`config.mk`:
```
export PLATFORM = sky130hd
export DESIGN_NAME = a2d_sched
export DESIGN_NICKNAME = d
export VERILOG_FILES = /design/src/rtl/a2d_sched.sv
export SDC_FILE = /design/constraint.sdc
export NUM_CORES = 1
export LEC_CHECK = 0
export CELL_PAD_IN_SITES_DETAIL_PLACEMENT = 1
export CELL_PAD_IN_SITES_GLOBAL_PLACEMENT = 1
export CORE_UTILIZATION = 39
export CTS_CLUSTER_DIAMETER = 50
export CTS_CLUSTER_SIZE = 8
export DETAILED_ROUTE_END_ITERATION = 8
export GPL_TIMING_DRIVEN = 0
export PLACE_DENSITY_LB_ADDON = 0.1
export SYNTH_ARGS = -nofsm -noshare
export SYNTH_HDL_FRONTEND = slang
export SYNTH_SLANG_ARGS = --single-unit
```
`constraint.sdc`:
```
create_clock -name clk -period 2.43 [get_ports clk]
set_input_delay 0.729 -clock clk [delete_from_list [all_inputs] [get_ports clk]]
set_output_delay 0.729 -clock clk [all_outputs]
set_load 0.02 [all_outputs]
```
`src/rtl/a2d_sched.sv`:
```
// Round-robin A2D conversion scheduler: one channel (batt, curr, brake, torque) per tick,
// each conversion a command transaction then a read transaction on the shared SPI master.
module a2d_sched #(
  parameter int FAST_SIM = 0,
  parameter int TMO_CYC  = 255
) (
  input  logic        clk,
  input  logic        rst_n,
  input  logic        done,
  input  logic [15:0] rd_data,
  output logic        snd,
  output logic [15:0] cmd,
  output logic [11:0] batt,
  output logic [11:0] curr,
  output logic [11:0] brake,
  output logic [11:0] torque,
  output logic        cnv_cmplt,
  output logic        tmo_err
);

  localparam int TW = (FAST_SIM != 0) ? 9 : 14;
  localparam int CW = $clog2(TMO_CYC + 1);

  typedef enum logic [2:0] {IDLE, CMD, WAIT_C, GAP, RD, WAIT_R} state_t;

  state_t          state_q;
  logic [TW-1:0]   tick_cnt_q;
  logic [TW-1:0]   tick_cnt_d;
  logic            tick;
  logic            pend_q;
  logic [1:0]      ptr_q;
  logic [CW-1:0]   tmo_cnt_q;
  logic            tmo_hit;
  logic [2:0]      ch;
  logic            unused_rd;

  assign unused_rd  = ^rd_data[15:12];
  assign tick_cnt_d = tick_cnt_q + 1'b1;
  assign tick       = &tick_cnt_q;
  assign tmo_hit    = (tmo_cnt_q == CW'(TMO_CYC - 1));

  // Slot to A2D channel map; channel 2 is not sampled.
  always_comb begin
    ch = 3'd4;
    case (ptr_q)
      2'd0:    ch = 3'd0;
      2'd1:    ch = 3'd1;
      2'd2:    ch = 3'd3;
      default: ch = 3'd4;
    endcase
  end

  always_ff @(posedge clk or negedge rst_n) begin
    if (!rst_n) tick_cnt_q <= '0;
    else        tick_cnt_q <= tick_cnt_d;
  end

  always_ff @(posedge clk or negedge rst_n) begin
    if (!rst_n) begin
      state_q   <= IDLE;
      pend_q    <= 1'b0;
      ptr_q     <= 2'd0;
      tmo_cnt_q <= '0;
      snd       <= 1'b0;
      cmd       <= 16'h0000;
      batt      <= 12'h000;
      curr      <= 12'h000;
      brake     <= 12'h000;
      torque    <= 12'h000;
      cnv_cmplt <= 1'b0;
      tmo_err   <= 1'b0;
    end else begin
      snd       <= 1'b0;
      cnv_cmplt <= 1'b0;
      // A tick while busy is remembered once; later ones collapse into it.
      if (tick && (state_q != IDLE)) pend_q <= 1'b1;
      case (state_q)
        IDLE: begin
          if (tick || pend_q) begin
            state_q <= CMD;
            snd     <= 1'b1;
            cmd     <= {2'b00, ch, 11'h000};
            pend_q  <= 1'b0;
          end
        end
        CMD: begin
          state_q   <= WAIT_C;
          tmo_cnt_q <= '0;
        end
        WAIT_C: begin
          if (done) begin
            state_q <= GAP;
          end else if (tmo_hit) begin
            tmo_err <= 1'b1;
            ptr_q   <= ptr_q + 2'd1;
            state_q <= IDLE;
          end else begin
            tmo_cnt_q <= tmo_cnt_q + 1'b1;
          end
        end
        GAP: begin
          state_q <= RD;
          snd     <= 1'b1;
        end
        RD: begin
          state_q   <= WAIT_R;
          tmo_cnt_q <= '0;
        end
        WAIT_R: begin
          if (done) begin
            case (ptr_q)
              2'd0:    batt   <= rd_data[11:0];
              2'd1:    curr   <= rd_data[11:0];
              2'd2:    brake  <= rd_data[11:0];
              default: torque <= rd_data[11:0];
            endcase
            cnv_cmplt <= 1'b1;
            ptr_q     <= ptr_q + 2'd1;
            state_q   <= IDLE;
          end else if (tmo_hit) begin
            tmo_err <= 1'b1;
            ptr_q   <= ptr_q + 2'd1;
            state_q <= IDLE;
          end else begin
            tmo_cnt_q <= tmo_cnt_q + 1'b1;
          end
        end
        default: state_q <= IDLE;
      endcase
    end
  end

endmodule

```
==> reports/results.tsv, run 1 <==
metric	value	unit
Post-Synthesis Cells	266	
worst-skew pair later-pin latency	0.35	ns
# hold bufs at CTS	0	
share of power burned in combinational logic	4.3	%
DRC	0	
DRT Pass-1 Iters	4	
sequential area share after synthesis	58.7	%
RSZ-0062 raised after global routing	no	
uppermost routed layer	met4	
Clock Skew	0.0125	ns
WL per Instance	16.3	um
min-delay worst type	input port to async pin	
switching share of power	21.1	%
Max Transition Viols Final	0	
Tot GR Track Use	17.4	%
Max FO, Critical Path	10	
worst slew pin tran	0.528	ns
clock root buffer	clkbuf_8	
I/O pin cnt	86	
Power Internal	0.00209	W
Rel. slew slack	64.8	%
CTS sink cnt	82	
Final ANT Viol Nets	0	
Critical-path top delay cell	clkdlybuf4s50_1	
clock network power share	43.9	%
startpoint class of the critical path	input port	
top_reg_cell synth	dfrtp_1	
ANT cells	0	
cell chain of the critical path	clkdlybuf4s50_1, inv_1, nor2_2, nand2_1, clkbuf_2, mux2_2	
# setup viols final	0	
EDFF count, synth	0	
met3 wire length	587	um
peak supply drop	298	uV
post-synthesis area per instance	13.2	um^2
NumNets Final	384	
Max-cap violations	0	
YS warnings	0	
post-CTS setup buffers	0	
Fmax achieved	442	MHz
pre-CTS setup slack	-0.413	ns
#FFs+latches synth	82	
CP max stage delay	0.57	ns
WL final	7660	um
share of cells above drive strength 1	24.9	%
DR vias/cell	4.93	
H-tree levels	3	
vias in the first global route	2515	
Post-DP HPWL	5430	um
minimum clock period	2.26	ns
P_leak	2.24	nW
Hold WS	0.344	ns
Num CTS Buffers	9	
Reg power frac	51.8	%
Mapped Area	3500	um^2
area growth from synthesis to layout	32.2	%
Required @ worst endpoint	2.65	ns
RePlAce Congestion	0.721	
Congestion Overflow GR	0	
Pwr Density	573	nW/um^2
Post-synth ARST share	100	%
number of I/O port buffers	68	
first-pass GRT wire length	12900	um
Routed met2 length	3660	um
Cells after DPL	455	
slack of the critical path	0.167	ns
Finished Layout Cells	470	
met1 WL	3320	um
status	complete, no violations	
r2r setup slk	0.38	ns
DIE WIDTH	96.7	um
CTS tree	done	
Die ar.	9350	um^2
Crit. End Element	register	
starting density of the core	40.1	%
deepest clock path buffer count	2	
total power	0.00265	W
setup TNS	0	ns
initial antenna violation count	0	
core area	8720	um^2
Sw Pwr	0.000559	W
Die Y	96.7	um
Crit Path Category	input port to register	
period utilization	93.1	%
Hold Fails Final Rpt	0	
Detailed Route Iter0 Violations	64	
largest net degree at the start of global routing	46	
critical path arrival	2.49	ns
Cell variety after synth	38	
cts repair resizes	3	
CTS clk-pin slew, worst paths	0.09	ns
Core Rows	34	
Vias	2317	
-- power by group through the flow --
stage / combinational, W / clock (W) / sequential, W
floorplan: 0.0000475 / 0 / 0.00140
global placement: 0.000110 / 0 / 0.00140
detailed placement: 0.000116 / 0 / 0.00140
CTS: 0.000117 / 0.00120 / 0.00137
global route: 0.000130 / 0.00125 / 0.00137
finish: 0.000115 / 0.00116 / 0.00137
-- area by class of cell --
cell class                      instances  area (um^2)
Tap cell                              108          135
Timing Repair Buffer                   69          706
Multi-Input combinational cell        165         1320
Buffer                                 21          141
Clock inverter                          5          104
Sequential cell                        82         2050
Clock buffer                           10          128
Inverter                               10         37.5
Fill cell                             891         4100
-- worst paths after layout --
path | start | depth (start not counted) | endpoint
hold reg to reg | tick_cnt_q[12]$_DFF_PN0_ | 1 | tick_cnt_q[12]$_DFF_PN0_
setup reg to reg | tick_cnt_q[0]$_DFF_PN0_ | 5 | cmd[12]$_DFFE_PN0P_
max in group asynchronous | rst_n | 2 | torque[2]$_DFFE_PN0P_
min in group clk | tick_cnt_q[12]$_DFF_PN0_ | 1 | tick_cnt_q[12]$_DFF_PN0_
setup / recovery | done | 6 | curr[9]$_DFFE_PN0P_
hold / removal | rst_n | 1 | tmo_cnt_q[2]$_DFFE_PN0P_
-- metal layers --
layer / up-vias / track usage (%)
met5: - / 0
met4: 0 / 6.20
met3: 7 / 6.79
met2: 51 / 27.2
met1: 1182 / 22.0
li1: 1077 / -
-- sequential cells by signal, summed over array words and instances, names as in the netlist --
signal / cells
tick_cnt_q: 14
batt: 12
brake: 12
curr: 12
torque: 12
tmo_cnt_q: 8
cmd: 3
state_q: 3
ptr_q: 2
cnv_cmplt: 1
pend_q: 1
snd: 1
tmo_err: 1
-- critical path, delay by kind of cell --
kind / cells / cell delay, ns
buf+inv: 3 / 0.99
simple gates: 2 / 0.42
mux: 1 / 0.33
-- cells in the final DEF, fill, tap and decap left out, types with 2 or more instances in the layout --
cell             count
a21oi_1              6
and3_1               3
and4_1               3
buf_4               14
bufinv_16            3
clkbuf_1             2
clkbuf_2             4
clkbuf_8             9
clkdlybuf4s50_1     67
conb_1              13
dfrtp_1             82
ha_1                 7
inv_1               10
mux2_2              52
mux2i_1              2
nand2_1             17
nand2b_1             3
nand3_1              6
nand4_1              6
nor2_1               7
nor3_1               2
o21ai_0              2
o21bai_1             2
o31ai_1              3
or4_1                3
xnor2_1             11
xor2_1               4
-- kinds of logic (layout without fill, tap and decap cells) --
family / count (synthesis) / in the layout / share of synthesized area [%]
compound gates: 20 / 20 / 4.26
buf+inv: 31 / 115 / 4.97
xor+xnor: 15 / 15 / 3.76
flops: 82 / 82 / 58.7
fa+ha+maj: 7 / 7 / 2.50
other cells: 1 / 13 / 0.107
simple gates: 56 / 56 / 8.44
mux: 54 / 54 / 17.3
-- stage by stage --
stage | util [%] | cell area [um^2]
after floorplan | - | 3540
after CTS | 53.0 | 4620
after global placement | 50.0 | 4360
after detailed placement | 50.3 | 4380
final | 53.0 | 4620
after global routing | 53.0 | 4620
-- cell usage after synthesis, drive strengths merged (2+ instances only) --
cell,count,share of area (%)
and4,3,0.75
inv,10,1.1
or4,3,0.64
nand4,6,1.1
nand2b,3,0.54
nor2,8,0.86
a21oi,6,0.86
buf,16,3.4
mux2i,2,0.57
nand3,6,0.86
o21bai,2,0.43
nor3,2,0.29
clkbuf,5,0.54
nand2,17,1.8
and3,3,0.54
o31ai,3,0.64
xnor2,11,2.8
mux2,52,17
ha,7,2.5
xor2,4,1.0
dfrtp,82,59
o21ai,2,0.29
Power figures use the tool's default switching activity.
==> run 2: changes to the inputs <==
--- a/config.mk
+++ b/config.mk
@@ -13,6 +13,7 @@
 export DETAILED_ROUTE_END_ITERATION = 8
 export GPL_TIMING_DRIVEN = 0
 export PLACE_DENSITY_LB_ADDON = 0.1
+export SETUP_SLACK_MARGIN = 0.15
 export SYNTH_ARGS = -nofsm -noshare
 export SYNTH_HDL_FRONTEND = slang
 export SYNTH_SLANG_ARGS = --single-unit
==> reports/results.tsv, run 2 (synthesis results as in run 1) <==
metric	value	unit	change
Crit Path Category	input port to register		unchanged
worst slew pin tran	0.526	ns	was 0.528 ns
number of I/O port buffers	68		unchanged
post-CTS setup buffers	0		unchanged
Hold Fails Final Rpt	0		unchanged
Num CTS Buffers	9		unchanged
Vias	2314		was 2,317
starting density of the core	40.1	%	unchanged
most frequent cells in the layout	82 x dfrtp_1, 67 x clkdlybuf4s50_1, 52 x mux2_2		unchanged
core area	8720	um^2	unchanged
peak supply drop	298	uV	about the same
worst-skew pair later-pin latency	0.35	ns	about the same
largest net degree at the start of global routing	46		unchanged
Die Y	96.7	um	unchanged
register with the most flip-flops	tick_cnt_q		unchanged
Pwr Density	573	nW/um^2	about the same
DRT Pass-1 Iters	4		unchanged
CTS tree	done		unchanged
reg-to-reg critical path endpoint	cmd[12]$_DFFE_PN0P_		unchanged
clock root buffer	clkbuf_8		unchanged
period utilization	90.5	%	was 93.1%
Max-cap violations	0		unchanged
Max Transition Viols Final	0		unchanged
# setup viols final	0		unchanged
DR vias/cell	4.92		was 4.93
fillers	891		unchanged
Rel. slew slack	65.0	%	was 64.8%
NumNets Final	384		unchanged
commonest non-fill, non-tap cell in the layout	dfrtp_1		unchanged
Die ar.	9350	um^2	unchanged
final instance area	4620	um^2	unchanged
ANT cells	0		unchanged
vias in the first global route	2522		was 2,515
DIE WIDTH	96.7	um	unchanged
placed inst area	4380	um^2	unchanged
Fmax achieved	455	MHz	was 442 MHz
reg2reg start	tick_cnt_q[0]$_DFF_PN0_		unchanged
WL final	7650	um	was 7660 um
min-delay worst type	input port to async pin		unchanged
I/O pin cnt	86		unchanged
area growth from synthesis to layout	32.2	%	unchanged
Max FO, Critical Path	10		unchanged
Detailed Route Iter0 Violations	64		unchanged
DRC	0		unchanged
P_leak	2.24	nW	about the same
H-tree levels	3		unchanged
Post-DP HPWL	5430	um	unchanged
# hold bufs at CTS	0		unchanged
Util after Layout	53.0	%	unchanged
r2r setup slk	0.38	ns	about the same
minimum clock period	2.20	ns	was 2.26 ns
crit path from	done		unchanged
setup TNS	0	ns	unchanged
Core Rows	34		unchanged
WL per Instance	16.3	um	about the same
deepest clock path buffer count	2		unchanged
startpoint class of the critical path	input port		unchanged
max reg flops	14		unchanged
Congestion Overflow GR	0		unchanged
Hold WS	0.344	ns	about the same
Required @ worst endpoint	2.65	ns	about the same
initial antenna violation count	0		unchanged
share of cells above drive strength 1	24.9	%	unchanged
status	complete, no violations		unchanged
first-pass GRT wire length	12900	um	about the same
Setup crit end	curr[9]$_DFFE_PN0P_		unchanged
Final ANT Viol Nets	0		unchanged
Tot GR Track Use	17.4	%	about the same
CTS clk-pin slew, worst paths	0.09	ns	about the same
RSZ-0062 raised after global routing	no		unchanged
Clock Skew	0.0126	ns	was 0.0125 ns
CTS sink cnt	82		unchanged
worst r2r path cells	5		unchanged
RePlAce Congestion	0.721		unchanged
critical path arrival	2.42	ns	was 2.49 ns
Crit. End Element	register		unchanged
[run 2: changes by cell type in the layout (fill, tap and decap cells not counted), sizes merged]
| cell | change |
|---|---|
| buf | +4 |
| clkbuf | -4 |
[run 2: worst max-delay path: stages]
cell             delay, ns
clkdlybuf4s50_1       0.57
inv_1                 0.13
nor2_2                0.24
nand2_1               0.18
buf_2                 0.26
mux2_2                0.30
[run 2: layout make-up]
cell class	count	area [um^2]	area share [%]
clock inverter	5	104	2.25
timing repair buffer	69	706	15.3
multi-input combinational	165	1320	28.6
tap	108	135	2.92
buffer	21	141	3.06
clock buffer	10	128	2.76
sequential	82	2050	44.4
inverter	10	37.5	0.812
[run 2: through the flow]
stage,worst slack (ns),std cells,power (W)
after floorplan,0.578,278,0.00145
after global placement,-2.45,454,0.00151
after detailed placement,-0.413,455,0.00152
after CTS,0.173,470,0.00269
after global routing,0.163,470,0.00275
final,0.231,470,0.00265
[run 2: repair_timing]
item | 4_1_cts | 5_1_grt
resized for setup | 5 | 4
cloned | 0 | 0
setup endpoints to repair | 40 | 37
[run 2: report_power, final]
group | switching (W) | internal, W
sequential | 0.00000539 | 0.00137
combinational | 0.0000688 | 0.0000459
clock | 0.000483 | 0.000678
total | 0.000557 | 0.00209
[run 2: how the worst min path moves through the flow]
stage | depth (start not counted) | slack [ns] | to | from
finish | 1 | 0.34 | tmo_cnt_q[2]$_DFFE_PN0P_ | rst_n
global route | 1 | 0.39 | tmo_cnt_q[0]$_DFFE_PN0P_ | rst_n
CTS | 1 | 0.35 | tmo_cnt_q[2]$_DFFE_PN0P_ | rst_n
detailed placement | 1 | 0.46 | tmo_err$_DFFE_PN0P_ | tmo_err$_DFFE_PN0P_
global placement | 1 | 0.47 | tmo_err$_DFFE_PN0P_ | tmo_err$_DFFE_PN0P_
floorplan | 0 | 0.43 | batt[0]$_DFFE_PN0P_ | rst_n
[run 2: layer usage]
metal	vias up	GRT usage, %	routed length (um)
met5	-	0	0
met4	0	6.20	85
met3	7	6.79	585
met2	49	27.2	3660
met1	1181	22.0	3320
li1	1077	-	-
